**src/rtl/key_conditioner_pkg.sv**
```systemverilog
// Shared types and helpers for the multi-channel key conditioner.
package key_pkg;

  typedef enum logic [1:0] {
    RELEASED = 2'd0,
    HELD     = 2'd1,
    LONG     = 2'd2
  } key_state_e;

  // Bits needed to hold 0..max_val, never less than one bit.
  function automatic int cnt_width(input int max_val);
    int w;
    w = $clog2(max_val + 1);
    return (w < 1) ? 1 : w;
  endfunction

endpackage

```
**src/rtl/key_conditioner_if.sv**
```systemverilog
// Key pins in, conditioned per-key levels and event pulses out.
interface key_conditioner_if #(
  parameter int N_KEYS = 4
);

  logic [N_KEYS-1:0] i_in;
  logic [N_KEYS-1:0] o_level;
  logic [N_KEYS-1:0] o_neg;
  logic [N_KEYS-1:0] o_pos;
  logic [N_KEYS-1:0] o_long;
  logic [N_KEYS-1:0] o_repeat;

  modport master (
    output i_in,
    input  o_level, o_neg, o_pos, o_long, o_repeat
  );

  modport slave (
    input  i_in,
    output o_level, o_neg, o_pos, o_long, o_repeat
  );

endinterface

```
**src/rtl/key_conditioner_ch.sv**
```systemverilog
// One key channel: synchroniser, debounce, press/long/repeat state machine.
module key_conditioner_ch
  import key_pkg::*;
#(
  parameter int ACTIVE_LOW    = 1,
  parameter int DEB_CYCLES    = 240000,
  parameter int LONG_CYCLES   = 12000000,
  parameter int REPEAT_CYCLES = 2400000
) (
  input  logic i_clk,
  input  logic i_rst_n,
  input  logic i_in,
  output logic o_level,
  output logic o_neg,
  output logic o_pos,
  output logic o_long,
  output logic o_repeat
);

  localparam int DEB_W  = cnt_width(DEB_CYCLES);
  localparam int HOLD_W = cnt_width(LONG_CYCLES);
  localparam int REP_W  = cnt_width(REPEAT_CYCLES);

  localparam logic              REL_PIN   = (ACTIVE_LOW != 0);
  localparam logic [DEB_W-1:0]  DEB_LAST  = DEB_W'(DEB_CYCLES - 1);
  // Hold counting starts at press acceptance, DEB_CYCLES+2 after the raw edge.
  localparam logic [HOLD_W-1:0] LONG_LAST = HOLD_W'(LONG_CYCLES - DEB_CYCLES - 1);
  localparam logic [HOLD_W-1:0] HOLD_MAX  = '1;
  localparam logic              REP_EN    = (REPEAT_CYCLES != 0);
  localparam logic [REP_W-1:0]  REP_LAST  = REP_W'((REPEAT_CYCLES == 0) ? 0 : REPEAT_CYCLES - 1);

  logic              sync1_reg, sync2_reg;
  logic              level_reg, level_next;
  logic [DEB_W-1:0]  deb_cnt_reg, deb_cnt_next;
  key_state_e        state_reg, state_next;
  logic [HOLD_W-1:0] hold_cnt_reg, hold_cnt_next;
  logic [REP_W-1:0]  rep_cnt_reg, rep_cnt_next;
  logic              neg_reg, pos_reg, long_reg, repeat_reg;
  logic              neg_next, pos_next, long_next, repeat_next;
  logic              pressed, differ, flip, press_acc, rel_acc;

  assign pressed   = (sync2_reg != REL_PIN);
  assign differ    = (pressed != level_reg);
  assign flip      = differ && (deb_cnt_reg == DEB_LAST);
  assign press_acc = flip && pressed;
  assign rel_acc   = flip && !pressed;

  always_comb begin
    deb_cnt_next = (!differ || flip) ? '0 : deb_cnt_reg + DEB_W'(1);
    level_next   = flip ? pressed : level_reg;
  end

  always_ff @(posedge i_clk or negedge i_rst_n) begin
    if (!i_rst_n) begin
      sync1_reg    <= REL_PIN;
      sync2_reg    <= REL_PIN;
      level_reg    <= 1'b0;
      deb_cnt_reg  <= '0;
      state_reg    <= RELEASED;
      hold_cnt_reg <= '0;
      rep_cnt_reg  <= '0;
      neg_reg      <= 1'b0;
      pos_reg      <= 1'b0;
      long_reg     <= 1'b0;
      repeat_reg   <= 1'b0;
    end else begin
      sync1_reg    <= i_in;
      sync2_reg    <= sync1_reg;
      level_reg    <= level_next;
      deb_cnt_reg  <= deb_cnt_next;
      state_reg    <= state_next;
      hold_cnt_reg <= hold_cnt_next;
      rep_cnt_reg  <= rep_cnt_next;
      neg_reg      <= neg_next;
      pos_reg      <= pos_next;
      long_reg     <= long_next;
      repeat_reg   <= repeat_next;
    end
  end

  always_comb begin
    state_next    = state_reg;
    hold_cnt_next = '0;
    rep_cnt_next  = '0;
    case (state_reg)
      RELEASED: begin
        if (press_acc) state_next = HELD;
      end
      HELD: begin
        if (rel_acc) begin
          state_next = RELEASED;
        end else if (hold_cnt_reg == LONG_LAST) begin
          state_next = LONG;
        end else begin
          hold_cnt_next = (hold_cnt_reg == HOLD_MAX) ? hold_cnt_reg : hold_cnt_reg + HOLD_W'(1);
        end
      end
      LONG: begin
        if (rel_acc) begin
          state_next = RELEASED;
        end else if (REP_EN && rep_cnt_reg != REP_LAST) begin
          rep_cnt_next = rep_cnt_reg + REP_W'(1);
        end
      end
      default: state_next = RELEASED;
    endcase
  end

  // A release accepted this cycle suppresses any long/repeat pulse.
  always_comb begin
    neg_next    = press_acc;
    pos_next    = rel_acc;
    long_next   = 1'b0;
    repeat_next = 1'b0;
    if (state_reg == HELD && !rel_acc && hold_cnt_reg == LONG_LAST)
      long_next = 1'b1;
    if (REP_EN && state_reg == LONG && !rel_acc && rep_cnt_reg == REP_LAST)
      repeat_next = 1'b1;
  end

  assign o_level  = level_reg;
  assign o_neg    = neg_reg;
  assign o_pos    = pos_reg;
  assign o_long   = long_reg;
  assign o_repeat = repeat_reg;

endmodule

```
**src/rtl/key_conditioner.sv**
```systemverilog
// N independent key channels behind one conditioner interface.
module key_conditioner
  import key_pkg::*;
#(
  parameter int N_KEYS        = 4,
  parameter int ACTIVE_LOW    = 1,
  parameter int DEB_CYCLES    = 240000,
  parameter int LONG_CYCLES   = 12000000,
  parameter int REPEAT_CYCLES = 2400000
) (
  input logic         i_clk,
  input logic         i_rst_n,
  key_conditioner_if.slave bus
);

  logic [N_KEYS-1:0] level_w, neg_w, pos_w, long_w, repeat_w;

  generate
    for (genvar gi = 0; gi < N_KEYS; gi++) begin : g_ch
      key_conditioner_ch #(
        .ACTIVE_LOW    (ACTIVE_LOW),
        .DEB_CYCLES    (DEB_CYCLES),
        .LONG_CYCLES   (LONG_CYCLES),
        .REPEAT_CYCLES (REPEAT_CYCLES)
      ) u_ch (
        .i_clk    (i_clk),
        .i_rst_n  (i_rst_n),
        .i_in     (bus.i_in[gi]),
        .o_level  (level_w[gi]),
        .o_neg    (neg_w[gi]),
        .o_pos    (pos_w[gi]),
        .o_long   (long_w[gi]),
        .o_repeat (repeat_w[gi])
      );
    end
  endgenerate

  assign bus.o_level  = level_w;
  assign bus.o_neg    = neg_w;
  assign bus.o_pos    = pos_w;
  assign bus.o_long   = long_w;
  assign bus.o_repeat = repeat_w;

endmodule

```
**src/flat_wrapper.sv**
```systemverilog
// flat-port wrapper written by rule: the top's interface ports become plain ports
module key_conditioner_flat import key_pkg::*;
#(
  parameter int N_KEYS        = 4,
  parameter int ACTIVE_LOW    = 1,
  parameter int DEB_CYCLES    = 240000,
  parameter int LONG_CYCLES   = 12000000,
  parameter int REPEAT_CYCLES = 2400000
)
  (i_clk, i_rst_n, bus_i_in, bus_o_level, bus_o_neg, bus_o_pos, bus_o_long, bus_o_repeat);
  key_conditioner_if #(.N_KEYS(N_KEYS)) bus_i ();
  input logic i_clk;
  input logic i_rst_n;
  input wire logic [$bits(bus_i.i_in)-1:0] bus_i_in;
  output wire logic [$bits(bus_i.o_level)-1:0] bus_o_level;
  output wire logic [$bits(bus_i.o_neg)-1:0] bus_o_neg;
  output wire logic [$bits(bus_i.o_pos)-1:0] bus_o_pos;
  output wire logic [$bits(bus_i.o_long)-1:0] bus_o_long;
  output wire logic [$bits(bus_i.o_repeat)-1:0] bus_o_repeat;
  assign bus_i.i_in = bus_i_in;
  assign bus_o_level = bus_i.o_level;
  assign bus_o_neg = bus_i.o_neg;
  assign bus_o_pos = bus_i.o_pos;
  assign bus_o_long = bus_i.o_long;
  assign bus_o_repeat = bus_i.o_repeat;
  key_conditioner #(.N_KEYS(N_KEYS), .ACTIVE_LOW(ACTIVE_LOW), .DEB_CYCLES(DEB_CYCLES), .LONG_CYCLES(LONG_CYCLES), .REPEAT_CYCLES(REPEAT_CYCLES)) u_core (.i_clk(i_clk), .i_rst_n(i_rst_n), .bus(bus_i));
endmodule
```
**config.mk**
```make
export PLATFORM = sky130hd
export DESIGN_NAME = key_conditioner_flat
export DESIGN_NICKNAME = d
export VERILOG_FILES = /design/src/rtl/key_conditioner_pkg.sv /design/src/rtl/key_conditioner_if.sv /design/src/rtl/key_conditioner_ch.sv /design/src/rtl/key_conditioner.sv /design/src/flat_wrapper.sv
export SDC_FILE = /design/constraint.sdc
export NUM_CORES = 1
export LEC_CHECK = 0
export ABC_AREA = 1
export BUFFER_PORTS_ARGS = -buffer_cell sky130_fd_sc_hd__buf_2
export CAP_MARGIN = 20
export CELL_PAD_IN_SITES_DETAIL_PLACEMENT = 0
export CELL_PAD_IN_SITES_GLOBAL_PLACEMENT = 2
export CORE_ASPECT_RATIO = 2
export CORE_MARGIN = 1.5
export CORE_UTILIZATION = 34
export CTS_BUF_LIST = sky130_fd_sc_hd__clkbuf_16
export DETAILED_ROUTE_END_ITERATION = 16
export PLACE_DENSITY = 0.88
export SYNTH_ARGS = -nofsm -noshare
export SYNTH_HDL_FRONTEND = slang
export SYNTH_SLANG_ARGS = --single-unit
```
**constraint.sdc**
```tcl
create_clock -name i_clk -period 1.68 [get_ports i_clk]
set_input_delay 0.252 -clock i_clk [delete_from_list [all_inputs] [get_ports i_clk]]
set_output_delay 0.252 -clock i_clk [all_outputs]
set_load 0.01 [all_outputs]
```
**After elaboration in Yosys (flattened, before gate mapping)**

Cells that the tools add are included.
Widths: inputs -> output; s select.

- $add $sub $neg: 12
- Mux-type cells: 60
- Reductions and logical operators: 48
- Eq/ne operators: 48
- Bitwise logic cells: 4

Operators by type and width:

| kind | count |
|---|---|
| $mux 24 | 16 |
| $mux 22 | 12 |
| $eq 24x24->1 const B | 8 |
| $add 24x1->24 const B | 4 |
| $add 22x1->22 const B | 4 |
| $eq 22x22->1 const B | 4 |
| $ne 22x22->1 const B | 4 |
| $add 18x1->18 const B | 4 |
| $eq 18x18->1 const B | 4 |
| $mux 18 | 4 |
| $mux 2 | 16 |
| $logic_and 1x1->1 | 28 |
| $pmux 2 s3 | 4 |
| $ne 2x2->1 const B | 8 |
| $ne 4x4->1 const B | 4 |
| $ne 3x3->1 const B | 4 |
| $reduce_and 3->1 | 4 |
| $eq 2x1->1 const B | 4 |
| $eq 2x2->1 const B | 4 |
| $logic_not 1->1 | 8 |
| $logic_not 2->1 | 4 |
| $mux 1 | 8 |
| $logic_or 1x1->1 | 4 |
| $ne 1x1->1 | 4 |
| $not 1->1 | 4 |

- Flip-flop bits (word level): 292
- Word-level logic and storage cells: 216
- Input port bits: 6
- Output and inout bits: 20

**Logic depth before layout (Yosys ltp)**

- Depth in word-level cells: 8
- Depth in mapped cells: 11
- Depth with buffers taken out: 11

**By module**

From an unflattened synthesis, not the netlist that was laid out.

- Cell total of the unflattened synthesis: 2,464
- Area total of the unflattened synthesis: 17,857.1 um2

Modules (own cells, without submodules):

| module | instances | cells each | area an instance (um2) |
|---|---|---|---|
| key_conditioner_ch | 4 | 616 | 4,464.3 |

**Worst setup path after synthesis**

Ideal clock, no wire load.

- Path kind: register to register
- Start point: register u_core.g_ch[1].u_ch.hold_cnt_reg[1]
- End point: register u_core.g_ch[1].u_ch.hold_cnt_reg[15]
- Setup slack: 86 ps
- Cell stages (with the launch flop): 10
- Path buffers: 1
- Data arrival time: 1,475 ps
- Setup time: 119 ps
- Cells stage by stage: dfrtp_1 > ha_1 > nand2_1 > nor2_2 > nand3_2 > nor2_4 > nand3_4 > buf_6 > a21oi_1 > nor2_1

- Longest elaborated chain between the ends: 5
- Elaborated cells between the ends (all ways): 8
- Classes of those cells: 1 x add/sub; 3 x eq/ne; 4 x mux

Ends and longest elaborated chain:

| what | line | source |
|---|---|---|
| start, declared | key_conditioner_ch.sv:36 | `logic [HOLD_W-1:0] hold_cnt_reg, hold_cnt_next;` |
| start signal, assigned | key_conditioner_ch.sv:72 | `hold_cnt_reg <= hold_cnt_next;` |
| $add 24x1->24 | key_conditioner_ch.sv:95 | `hold_cnt_next = (hold_cnt_reg == HOLD_MAX) ? hold_cnt_reg : hold_cnt_reg + HOLD_W'(1);` |
| $mux 24 | key_conditioner_ch.sv:95 |  |
| $mux 24 | key_conditioner_ch.sv:92 | `end else if (hold_cnt_reg == LONG_LAST) begin` |
| $mux 24 | key_conditioner_ch.sv:90 | `if (rel_acc) begin` |
| $mux 24 | key_conditioner_ch.sv:85 | `case (state_reg)` |

Parallel ways exist; a longest one is shown, timed or not. The select of a mux whose other input is x is not followed.
A chain may end at the register's enable or synchronous reset.

**Final worst setup path**

- Start point: register u_core.g_ch[1].u_ch.hold_cnt_reg[1]
- End point: register u_core.g_ch[1].u_ch.hold_cnt_reg[16]

The elaborated chain is that of the path after synthesis.

==> results.toml <==
[worst_setup_path]
critPathSlowestCell = "sky130_fd_sc_hd__dfrtp_1"
crit_path_max_incr_delay_ns = 0.42
critical_path.top_delay_family = "simple AND/OR/NAND/NOR gates"
worst-setup-path-type = "flop to flop"
critical_path.startpoint_type = "flop"
worst-path-max-fanout = 5
critical_path.endpoint_type = "flop"
cp_data_arrival_time_ns = 2.25
path_cells = "ha_4 -> nand2_4 -> nor2_4 -> nand3_2 -> nor2_4 -> buf_4 -> buf_4 -> nand3_1 -> nand2_1 -> nor2_2"
worst-path-buf-inv = 2
timing.critical_path.required_ns = 2.16
critical_path.startpoint = "u_core.g_ch[1].u_ch.hold_cnt_reg[1]$_DFFE_PN0P_"
crit-reg2reg-launch = "u_core.g_ch[1].u_ch.hold_cnt_reg[1]$_DFFE_PN0P_"

[cells_and_area]
final_layout_size_suffix_gt1_share_pct = 23.5
final_antenna_diode_count = 0
commonest_non_fill_non_tap_cell_in_the_layout = "sky130_fd_sc_hd__nand2_1"
num-fill-cells = 5191
seqCellArea_sq_um = 7320
final_cells = 3508
number_of_flip_flops_in_the_largest_register = 96
area_growth_syn_to_layout_pct = 31.2
multiInputGateArea_sq_um = 9830
final_cell_mix = "sky130_fd_sc_hd__nand2_1, sky130_fd_sc_hd__nor2_1, sky130_fd_sc_hd__inv_1"
fin_nets = 2848

[power]
p_leak_nw = 10.5
report.power.total_w = 0.0147
power.density_cell_area_nw_per_um2 = 638
worst_ir_drop_vdd_uv = 771

[clock_network]
worst_skew_pair.late_latency_ns = 0.59
cts_buf_count = 30
tritoncts_clock_tree = "done"
deepest_clock_path_buffer_count = 3
root_buffer = "sky130_fd_sc_hd__clkbuf_16"
clk_transition_reported_paths_ns = 0.08
clock_sink_count = 292
htree_levels = 1

[logic_synthesis]
synth_top_area_share_pct = 40.3
dominantRegCellSynth = "sky130_fd_sc_hd__dfrtp_1"
edff_count_synth = 0
synth_area_leaders = "sky130_fd_sc_hd__dfrtp_1, sky130_fd_sc_hd__nand2_1, sky130_fd_sc_hd__nor2_1"
avgSynthCellArea_sq_um = 7.08
syn-cell-area_sq_um = 17600
yosys_register_bits = 292
synth_async_sr_flop_share_pct = 100
post_synth_inst_count = 2490
synth.yosys.seq_area_share_pct = 41.5
synth_top_area_cell = "sky130_fd_sc_hd__dfrtp_1"
ys_warn_count = 0
number_of_different_library_cells_in_the_post_synthesis_netlist = 47
synth_fp_nets = 2508

[timing]
layout_worst_path_cycle_share_pct = 105
post-route-worst-setup-slack_ns = -0.0913
setup-violations-final = 60
timing.clock.skew_ns = 0.0167
max_slew.worst_pin.slew_ns = 0.555
final.min_clock_period_ns = 1.77
final_hold_viol_count = 0
hold-worst-slack_ns = 0.215
timing.fmax_ghz = 0.565
slew-limit-headroom_pct = 63.0
setup_repair_after_global_routing_missed_its_margin = "true"
report.final.slew_viol_count = 0

[drt]
route.antenna.remaining_nets = 0
drt_iter0_drc = 818
wl_per_cell_um = 16.4
wl_mm = 57.4
routed-via-count = 17600
route.detailed.drc = 0
firstDrtPassIters = 6
route.detailed.vias_per_inst = 5.02

[global_route]
overflow = 0
antenna_found_initial = 0
grt_start_max_net_pins = 51
globalRouteTotalUtil_pct = 20.9
wire_length_of_the_first_global_routing_pass_mm = 88.8
first_global_vias = 18000

[placement]
hpwl_after_dpl_mm = 42.5
globalplace.congestion = 0.943
dp_cells = 3381
i_o_buffers = 25

[outcome]
status = "finished, violations left"
failing_checks = "setup timing"

[floorplan]
fp.dieW_um = 164
coreArea_sq_um = 51100
die_height_um = 325
io-pin-count = 26
design.die.area_sq_um = 53300
core.rowCount = 117
initial_core_util_pct = 34.5

[hold_path]
min-delay-path-class = "input pin to async pin"

[job]
drv_cap = 0
per-layer routing:
metal / GRT usage [%] / wire length [um] / vias up
li1: - / - / 8657
met1: 19.2 / 18700 / 8344
met2: 42.5 / 33400 / 392
met3: 1.87 / 1630 / 215
met4: 12.2 / 3680 / 0
met5: 0 / 0 / -
worst register-to-register path: cells and delay by family (launching register included):
family | cells | cell delay [ns]
fa+ha+maj | 1 | 0.18
simple gates | 7 | 0.80
flops | 1 | 0.42
buf+inv | 2 | 0.26
cells in the mapped netlist, drive strengths merged, types with 3 or more instances:
cell type and number:
nand2 587, nor2 538, inv 343, dfrtp 284
nand3 215, nand4 133, nor3 98, xor2 64
o21ai 48, buf 39, a21oi 25, or2 16
nor3b 15, ha 12, o21bai 11, xnor2 11
nor4 10, dfstp 8, nand3b 7, a31o 3
a31oi 3, and3 3, clkbuf 3, o21a 3
worst paths after layout:
kind,depth (start not counted),endpoint,slack (ns)
max,10,u_core.g_ch[1].u_ch.hold_cnt_reg[16]$_DFFE_PN0P_,-0.09
min,2,u_core.g_ch[3].u_ch.hold_cnt_reg[22]$_DFFE_PN0P_,0.21
max reg2reg,10,u_core.g_ch[1].u_ch.hold_cnt_reg[16]$_DFFE_PN0P_,-0.09
min reg2reg,0,u_core.g_ch[2].u_ch.sync2_reg$_DFF_PN1_,0.36
max in group asynchronous,3,u_core.g_ch[2].u_ch.hold_cnt_reg[8]$_DFFE_PN0P_,0.80
min in group i_clk,2,u_core.g_ch[0].u_ch.sync1_reg$_DFF_PN1_,0.31
power by group:
part / internal, W / switching [W]
Sequential: 0.00707 / 0.0000318
Clock: 0.00425 / 0.00301
Combinational: 0.000127 / 0.000246
stage by stage:
step / worst slack (ns) / instance area [sq um] / setup TNS (ns) / util (%)
final: -0.0913 / 23100 / -2.20 / 45.2
after global routing: -0.188 / 23100 / -11.92 / 45.2
after CTS: -0.00484 / 21700 / -0.0187 / 42.4
after detailed placement: -0.0961 / 20300 / -2.90 / 39.7
after global placement: -0.0631 / 20300 / -1.63 / 39.7
after floorplan: 0.0857 / 17600 / 0 / -
what timing repair did:
item	4_1_cts	5_1_grt
pin swaps	9	105
cloned	2	17
buffers inserted	9	39
hold buffers	5	0
gates resized for setup	42	250
endpoints found under the setup margin	139	230
endpoints found under the hold margin	39	0
cells by family (layout without fill, tap and decap cells):
| group | after synthesis | after routing | synth area share (%) |
|---|---|---|---|
| xor+xnor | 75 | 75 | 3.73 |
| fa+ha+maj | 12 | 12 | 0.852 |
| buf+inv | 385 | 738 | 9.08 |
| flops | 292 | 292 | 41.5 |
| compound gates | 101 | 101 | 3.28 |
| simple gates | 1625 | 1636 | 41.5 |
cell type report:
type	count	share of cell area, %
multi-input combinational	1824	42.5
sequential	292	31.7
timing repair buffer	339	12.1
inverter	343	5.62
tap	654	3.54
clock buffer	31	3.36
clock inverter	25	1.17
No activity file was read; power rests on OpenSTA's default activity.
